$ cat config.mk
export PLATFORM = sky130hd
export DESIGN_NAME = cache_ctrl_fsm
export DESIGN_NICKNAME = d
export VERILOG_FILES = /design/src/rtl/cache_ctrl_fsm.sv
export SDC_FILE = /design/constraint.sdc
export NUM_CORES = 1
export LEC_CHECK = 0
export ABC_AREA = 1
export CORE_AREA = 2 2 168 170
export CTS_CLUSTER_DIAMETER = 120
export DETAILED_ROUTE_END_ITERATION = 10
export DIE_AREA = 0 0 170 172
export DONT_BUFFER_PORTS = 1
export GPL_TIMING_DRIVEN = 1
export SYNTH_ARGS = -nofsm -noshare
export SYNTH_HDL_FRONTEND = slang
export SYNTH_SLANG_ARGS = --single-unit
$ cat constraint.sdc
create_clock -name clk -period 13.3 [get_ports clk]
set_clock_uncertainty 0.1 [all_clocks]
set_input_delay 1.33 -clock clk [delete_from_list [all_inputs] [get_ports clk]]
set_output_delay 1.33 -clock clk [all_outputs]
set_load 0.02 [all_outputs]
$ cat src/rtl/cache_ctrl_fsm.sv
// Sequencing controller for a direct-mapped, write-back, write-allocate cache array.
//
// Accepts one CPU word request at a time (valid/ready), performs the array lookup,
// and on a miss writes back a dirty victim, fetches the line for read misses, then
// allocates into the array. Completion is a one-cycle cpu_resp_valid pulse.
// Saturating hit/miss/write-back statistics counters are kept.
//
// Ports:
//   clk, rst            clock, asynchronous active-high reset
//   cpu_*               CPU request/response port
//   cc_*                cache array control (outputs) and array results (inputs)
//   mem_*               backing memory port, single-cycle mem_ready completion
//   hit_cnt, miss_cnt,
//   wb_cnt              saturating statistics counters
module cache_ctrl_fsm #(
    parameter int unsigned TAG_W   = 22,
    parameter int unsigned INDEX_W = 8,
    parameter int unsigned CNT_W   = 16
) (
    input  logic               clk,
    input  logic               rst,
    // CPU port
    input  logic               cpu_req_valid,
    output logic               cpu_req_ready,
    input  logic               cpu_we,
    input  logic [31:0]        cpu_addr,
    input  logic [31:0]        cpu_wdata,
    output logic               cpu_resp_valid,
    output logic [31:0]        cpu_rdata,
    // Cache array control
    output logic [INDEX_W-1:0] cc_index,
    output logic [TAG_W-1:0]   cc_tag,
    output logic [1:0]         cc_offset,
    output logic               cc_read_en,
    output logic               cc_write_en,
    output logic               cc_alloc_en,
    output logic               cc_cpu_write,
    output logic [31:0]        cc_cpu_wdata,
    output logic [31:0]        cc_fill_data,
    input  logic               cc_hit,
    input  logic [31:0]        cc_rdata,
    input  logic [TAG_W-1:0]   cc_tag_out,
    input  logic               cc_valid_out,
    input  logic               cc_dirty_out,
    input  logic [31:0]        cc_wb_data,
    // Backing memory port
    output logic               mem_req,
    output logic               mem_we,
    output logic [31:0]        mem_addr,
    output logic [31:0]        mem_wdata,
    input  logic               mem_ready,
    input  logic [31:0]        mem_rdata,
    // Statistics
    output logic [CNT_W-1:0]   hit_cnt,
    output logic [CNT_W-1:0]   miss_cnt,
    output logic [CNT_W-1:0]   wb_cnt
);

    typedef enum logic [2:0] {
        StIdle,
        StLookup,
        StWriteback,
        StFetch,
        StAllocate,
        StRespond
    } state_e;

    state_e              state_q, state_d;
    logic [31:0]         req_addr_q, req_addr_d;
    logic                req_we_q, req_we_d;
    logic [31:0]         req_wdata_q, req_wdata_d;
    logic [31:0]         fill_q, fill_d;
    logic [31:0]         rdata_q, rdata_d;
    logic [CNT_W-1:0]    hit_cnt_q, hit_cnt_d;
    logic [CNT_W-1:0]    miss_cnt_q, miss_cnt_d;
    logic [CNT_W-1:0]    wb_cnt_q, wb_cnt_d;

    logic                hit_inc, miss_inc, wb_inc;
    logic [31:0]         addr_sel;
    logic [INDEX_W-1:0]  req_index;
    logic [TAG_W-1:0]    req_tag;

    // In IDLE the array sees the incoming address so its registered outputs are
    // ready in LOOKUP; afterwards the latched address keeps the index stable.
    always_comb begin
        addr_sel = (state_q == StIdle) ? cpu_addr : req_addr_q;
    end

    assign req_index = req_addr_q[INDEX_W+1:2];
    assign req_tag   = req_addr_q[31 -: TAG_W];

    assign cc_index  = addr_sel[INDEX_W+1:2];
    assign cc_tag    = addr_sel[31 -: TAG_W];
    assign cc_offset = addr_sel[1:0];

    assign cpu_rdata    = rdata_q;
    assign cc_cpu_wdata = req_wdata_q;
    assign cc_fill_data = fill_q;
    assign hit_cnt      = hit_cnt_q;
    assign miss_cnt     = miss_cnt_q;
    assign wb_cnt       = wb_cnt_q;

    always_ff @(posedge clk or posedge rst) begin
        if (rst) begin
            state_q     <= StIdle;
            req_addr_q  <= '0;
            req_we_q    <= 1'b0;
            req_wdata_q <= '0;
            fill_q      <= '0;
            rdata_q     <= '0;
            hit_cnt_q   <= '0;
            miss_cnt_q  <= '0;
            wb_cnt_q    <= '0;
        end else begin
            state_q     <= state_d;
            req_addr_q  <= req_addr_d;
            req_we_q    <= req_we_d;
            req_wdata_q <= req_wdata_d;
            fill_q      <= fill_d;
            rdata_q     <= rdata_d;
            hit_cnt_q   <= hit_cnt_d;
            miss_cnt_q  <= miss_cnt_d;
            wb_cnt_q    <= wb_cnt_d;
        end
    end

    always_comb begin
        state_d        = state_q;
        req_addr_d     = req_addr_q;
        req_we_d       = req_we_q;
        req_wdata_d    = req_wdata_q;
        fill_d         = fill_q;
        rdata_d        = rdata_q;
        hit_inc        = 1'b0;
        miss_inc       = 1'b0;
        wb_inc         = 1'b0;

        cpu_req_ready  = (state_q == StIdle) & ~rst;
        cpu_resp_valid = 1'b0;
        cc_read_en     = 1'b0;
        cc_write_en    = 1'b0;
        cc_alloc_en    = 1'b0;
        cc_cpu_write   = 1'b0;
        mem_req        = 1'b0;
        mem_we         = 1'b0;
        mem_addr       = '0;
        mem_wdata      = '0;

        unique case (state_q)
            StIdle: begin
                if (cpu_req_valid && cpu_req_ready) begin
                    req_addr_d  = cpu_addr;
                    req_we_d    = cpu_we;
                    req_wdata_d = cpu_wdata;
                    cc_read_en  = 1'b1;
                    state_d     = StLookup;
                end
            end

            StLookup: begin
                // Response data is don't-care for writes; drive 0 for them.
                rdata_d = req_we_q ? 32'h0 : rdata_q;
                if (cc_hit) begin
                    hit_inc = 1'b1;
                    if (req_we_q) begin
                        cc_write_en = 1'b1;
                    end else begin
                        rdata_d = cc_rdata;
                    end
                    state_d = StRespond;
                end else begin
                    miss_inc = 1'b1;
                    if (cc_valid_out && cc_dirty_out) begin
                        state_d = StWriteback;
                    end else if (req_we_q) begin
                        // Full-word write-allocate overwrites the whole word.
                        state_d = StAllocate;
                    end else begin
                        state_d = StFetch;
                    end
                end
            end

            StWriteback: begin
                mem_req   = 1'b1;
                mem_we    = 1'b1;
                mem_addr  = {cc_tag_out, req_index, 2'b00};
                mem_wdata = cc_wb_data;
                if (mem_ready) begin
                    wb_inc  = 1'b1;
                    state_d = req_we_q ? StAllocate : StFetch;
                end
            end

            StFetch: begin
                mem_req  = 1'b1;
                mem_addr = {req_tag, req_index, 2'b00};
                if (mem_ready) begin
                    fill_d  = mem_rdata;
                    rdata_d = mem_rdata;
                    state_d = StAllocate;
                end
            end

            StAllocate: begin
                cc_alloc_en  = 1'b1;
                cc_cpu_write = req_we_q;
                state_d      = StRespond;
            end

            StRespond: begin
                cpu_resp_valid = 1'b1;
                state_d        = StIdle;
            end

            default: begin
                state_d = StIdle;
            end
        endcase
    end

    // Saturating statistics counters.
    always_comb begin
        hit_cnt_d  = hit_cnt_q;
        miss_cnt_d = miss_cnt_q;
        wb_cnt_d   = wb_cnt_q;
        if (hit_inc && (hit_cnt_q != '1)) begin
            hit_cnt_d = hit_cnt_q + 1'b1;
        end
        if (miss_inc && (miss_cnt_q != '1)) begin
            miss_cnt_d = miss_cnt_q + 1'b1;
        end
        if (wb_inc && (wb_cnt_q != '1)) begin
            wb_cnt_d = wb_cnt_q + 1'b1;
        end
    end

endmodule

==> Yosys cells after proc, flatten, opt, wreduce, memory -nomap -nowiden <==
Cells that the tools add are included.
{ "op_classes": {"muxes": 31, "addsub": 3, "bitwise": 2, "n_reduce_logical": 12, "n_eq_ne": 11} }
{ "op_table": {"columns": ["cell", "n"], "rows": [
  ["32-bit two-way mux", 6],
  ["32-bit one-hot mux with 2 select lines", 2],
  ["16-bit by 1-bit adder with 16-bit output (second input constant)", 3],
  ["16-bit != test (second input constant)", 3],
  ["3-bit two-way mux", 6],
  ["1-bit two-way mux", 16],
  ["3-bit one-hot mux with 5 select lines", 1],
  ["3-bit by 2-bit == test with 1-bit output (second input constant)", 2],
  ["3-bit == test (second input constant)", 2],
  ["2-bit AND reduction", 3],
  ["1-bit logical AND", 5],
  ["2-bit != test (second input constant)", 2],
  ["3-bit by 1-bit == test with 1-bit output (second input constant)", 1],
  ["3-bit logical NOT", 1],
  ["3-bit AND reduction", 1],
  ["2-bit by 1-bit != test with 1-bit output (second input constant)", 1],
  ["2-bit nonzero test", 1],
  ["2-bit OR reduction", 1],
  ["1-bit bitwise AND", 1],
  ["1-bit NOT", 1]
]} }
{ "totals": {"output_inout_bits": 248, "regBits": 180, "input_bits": 190, "word_cells": 68} }

==> Logic depth before layout (Yosys ltp) <==
{ "depth": {"ltp_word": 5, "depth_mapped": 10, "ltp_nobuf": 9} }

==> Worst setup path before layout <==
No wires, ideal clock.
{ "synth_timing": {"kind": "input -> register", "startpoint": "input port rst", "endpoint": "register state_q[0]", "setup_slack_ns": 7.342, "stages": 5, "required_ns": 13.134, "path_buffers": 0, "arrival_ns": 5.793, "setup_time_ns": 0.066, "cell_sequence": "inv_1 > a21oi_1 > a21oi_1 > nand2_1 > nand2_1"} }
{ "synth_via": {"elab_chain_cells": 5} }
{ "synth_lines": {"columns": ["item", "line", "source"], "rows": [
  ["start, declared", "21", "input logic rst,"],
  ["1-bit NOT", "138", "cpu_req_ready = (state_q == StIdle) & ~rst;"],
  ["1-bit bitwise AND", "138", null],
  ["1-bit logical AND", "151", "if (cpu_req_valid && cpu_req_ready) begin"],
  ["2-bit by 1-bit != test with 1-bit output (no line)", null, null],
  ["3-bit AND reduction (no line)", null, null],
  ["end signal, assigned", "105", "state_q <= StIdle;"],
  ["end signal, assigned", "115", "state_q <= state_d;"],
  ["end, declared", "68", "state_e state_q, state_d;"]
]} }
Every way passes these cells.
A chain may end at the register's enable or synchronous reset.

==> Worst setup path in the final report <==
{ "layout_timing": {"startpoint": "register state_q[2]", "endpoint": "output port cc_read_en"} }
{ "layout_via": {"elab_chain_cells": 5} }
{ "layout_lines": {"columns": ["item", "line", "source"], "rows": [
  ["3-bit logical NOT", "138", null],
  ["1-bit bitwise AND", "138", null],
  ["net cpu_req_ready", "24", "output logic cpu_req_ready,"],
  ["1-bit logical AND", "151", null],
  ["1-bit two-way mux", "151", null],
  ["1-bit two-way mux", "149", "unique case (state_q)"],
  ["end, declared", "34", "output logic cc_read_en,"]
]} }
The timed path passes the listed nets, and every way through them passes these cells.

==> flow_summary.yaml <==
cts:
  cts.root.buffer_cell: "clkbuf_16"
  postCtsSetupRepairBufs: 0
  cts_resized: 0
  cts.path.max_buffers: 2
  cts.reportedPaths.clkPinSlew_ns: 0.07
  cts_tree: "done"
  cts_max_level: 4
  clock_latency_ns: 0.43
  clock-sinks: 180
  holdBufCountCts: 0
  cts_buffers: 17
timing:
  setup_viol: 0
  hold_ws_ns: 0.401
  min_clock_period_post_route_ns: 4.50
  slew_viol_final: 0
  grt_setup_unrepaired: "false"
  transition_at_the_pin_with_the_smallest_max_transition_slack_ns: 0.989
  fin_setup_tns_ns: 0
  timing.final.crit_share_pct: 33.9
  max_freq_mhz: 222
  timing.max_slew.rel_slack_pct: 33.4
  final_hold_viol_count: 0
worst_hold_path:
  timing.hold.worst_path_depth: 2
  hold_path_end: "req_addr_q[0]$_DFFE_PP0P_"
  hold_path_startpoint: "req_addr_q[0]$_DFFE_PP0P_"
  hold_path.class: "reg2reg"
synth:
  synthFlopType: "dfrtp_1"
  synth_area_per_cell_um2: 7.36
  synth_top_cells_by_count: "539 x nand2_1, 180 x dfrtp_1, 139 x inv_1, 91 x nor2_1, 79 x o21ai_0"
  synth-seq-area-share_pct: 47.7
  most_frequently_used_cell_type_in_the_post_synthesis_netlist: "nand2_1"
  share_of_flip_flops_with_an_asynchronous_set_or_reset_after_synthesis_pct: 100
  synthTopCellsByArea: "dfrtp_1 48%, nand2_1 21%, inv_1 5.5%, o21ai_0 4.2%, nor2_1 3.6%"
  synth_top_cell_area_share_pct: 47.7
  synth-edff-count: 0
  netlist_instances: 1284
  synth_largest_area_cell: "dfrtp_1"
  synth.yosys.warnings: 0
  yosys_register_bits: 180
  synthDistinctLibCells: 33
  synth_area_mm2: 0.00945
routing:
  route.detailed.vias_per_inst: 5.03
  drt-wirelength-per-cell_um: 17.8
  drt-total-wl_um: 28700
  number_of_detailed_routing_iterations_run_before_antenna_repair: 5
  vias: 8106
  antenna_left: 0
  drc: 0
  drt_first_iter_violations: 633
power_and_ir_drop:
  power_per_cell_area_mw_per_mm2: 222
  power_uw: 2270
  p_leak_uw: 0.00522
  irDropWorstVdd_mv: 0.0932
floorplanning:
  core_area_mm2: 0.0275
  die_w_um: 170
  die_area_mm2: 0.0292
  rows: 61
  design.portCount: 438
  floorplan.die.height_um: 172
  initial_core_util_pct: 34.4
global_routing:
  maximum_number_of_pins_on_one_net_before_global_route_repair: 113
  wire_length_of_the_first_global_routing_pass_um: 41900
  grt_util_all_layers_pct: 18.6
  grt-ovfl-total: 0
  grt_pass1_vias: 7148
  number_of_antenna_violations_at_the_first_check_in_global_routing: 0
place:
  globalplace.congestion: 0.856
  place_inst: 1579
  place.detailed.hpwl_um: 21100
  port_buffers: 0
setup_path:
  worst_path_arrival_time_ns: 3.07
  setup.worst_path.start_class: "flop"
  timing.rr.end: "req_we_q$_DFFE_PP0P_"
  worstSetupEndpointType: "primary output"
  path_class: "reg2out"
  regToRegSetupSlack_ns: 10.13
  worst-r2r-cell-count: 9
  critical_path_required_ns: 11.87
  cp_max_fo: 97
  rr_startpoint: "state_q[2]$_DFFE_PP0P_"
  timing.critical_path.from: "state_q[2]$_DFFE_PP0P_"
cells_and_area:
  fillerInstances: 2915
  number_of_nets_in_the_finished_design: 1445
  diodes: 0
  finalCoreUtilization_pct: 37.1
  syn2layout_area_growth_pct: 7.96
  layout.cells.non_filler: 1611
  post_route_cells_drive_above_1_share_pct: 6.32
flow_run:
  max_cap_violations: 0
outcome:
  outcome: "finished clean"
-- sequential cells by signal (all words and copies together), names as in the netlist --
signal and count:
wb_cnt 16, req_addr_q 32, miss_cnt 16, cc_fill_data 32
cc_cpu_wdata 32, hit_cnt 16, req_we_q 1, state_q 3
cpu_rdata 32
-- worst max-delay path by stage --
stage,slack [ns],to
2_1_floorplan,6.96,cc_cpu_wdata[0]$_DFFE_PP0P_
3_3_place_gp,9.15,cc_read_en
3_5_place_dp,9.14,cc_read_en
4_1_cts,8.77,cc_read_en
5_1_grt,8.52,cc_read_en
6_report,8.80,cc_read_en
-- layout by cell type (no fill, tap or decap), types with 3 or more instances in the layout --
master	count
a21oi_1	5
nand3_2	3
xor2_1	3
dfrtp_1	180
ha_1	3
nand2_1	538
nor2_2	3
inv_6	5
inv_2	6
nor2_4	5
inv_1	138
xnor2_1	18
clkinv_4	4
nand3_1	17
o21ai_0	79
clkbuf_16	17
nand4_1	14
nand2_2	18
a22o_1	22
buf_4	6
o22ai_1	33
nor2_1	91
o21ai_1	36
-- final cells by class --
type	instances	area (um^2)	share of cell area (%)
Clock buffer	20	447	4.38
Clock inverter	12	119	1.17
Inverter	147	564	5.53
Multi-Input combinational cell	900	4090	40.1
Sequential cell	180	4500	44.2
Tap cell	346	433	4.24
Timing Repair Buffer	6	45.0	0.442
-- power by group --
group | leakage (uW) | switching [uW] | internal (uW) | total (uW)
sequential | 0.00233 | 344 | 732 | 1080
combinational | 0.00260 | 513 | 179 | 692
clock | 0.000280 | 234 | 267 | 501
total | 0.00522 | 1090 | 1180 | 2270
-- metal layers --
layer / up-vias / global-route usage, % / share of wire, %
met5: - / 0 / 0
met4: 0 / 5.20 / 1.5
met3: 21 / 6.11 / 8.8
met2: 319 / 29.3 / 47
met1: 3851 / 24.6 / 43
li1: 3915 / - / -
-- metrics by stage --
stage	instance area [um^2]	setup slack (ns)
final	10200	8.80
after global routing	10200	8.52
after CTS	10200	8.77
after detailed placement	9630	9.14
after global placement	9630	9.15
after floorplan	9450	6.96
-- cell families after synthesis --
| group | Yosys count | synth area share (%) |
|---|---|---|
| adders and majority gates | 3 | 0.397 |
| xor gates and xnor gates | 21 | 1.95 |
| other | 1 | 0.0397 |
| DFF | 180 | 47.7 |
| buffers and inverters | 205 | 9.12 |
| and+or+nand+nor | 694 | 29.6 |
| AOI/OAI and AO/OA | 180 | 11.2 |
-- worst max-delay path, stage by stage (launching register included) --
cell     delay (ns)
dfrtp_1        0.45
inv_2          0.10
nand3_2        0.06
buf_4          0.46
nor2_2         0.21
nand2_2        0.09
buf_4          0.67
inv_2          0.52
Note: power is estimated with default switching activity, not from simulation.
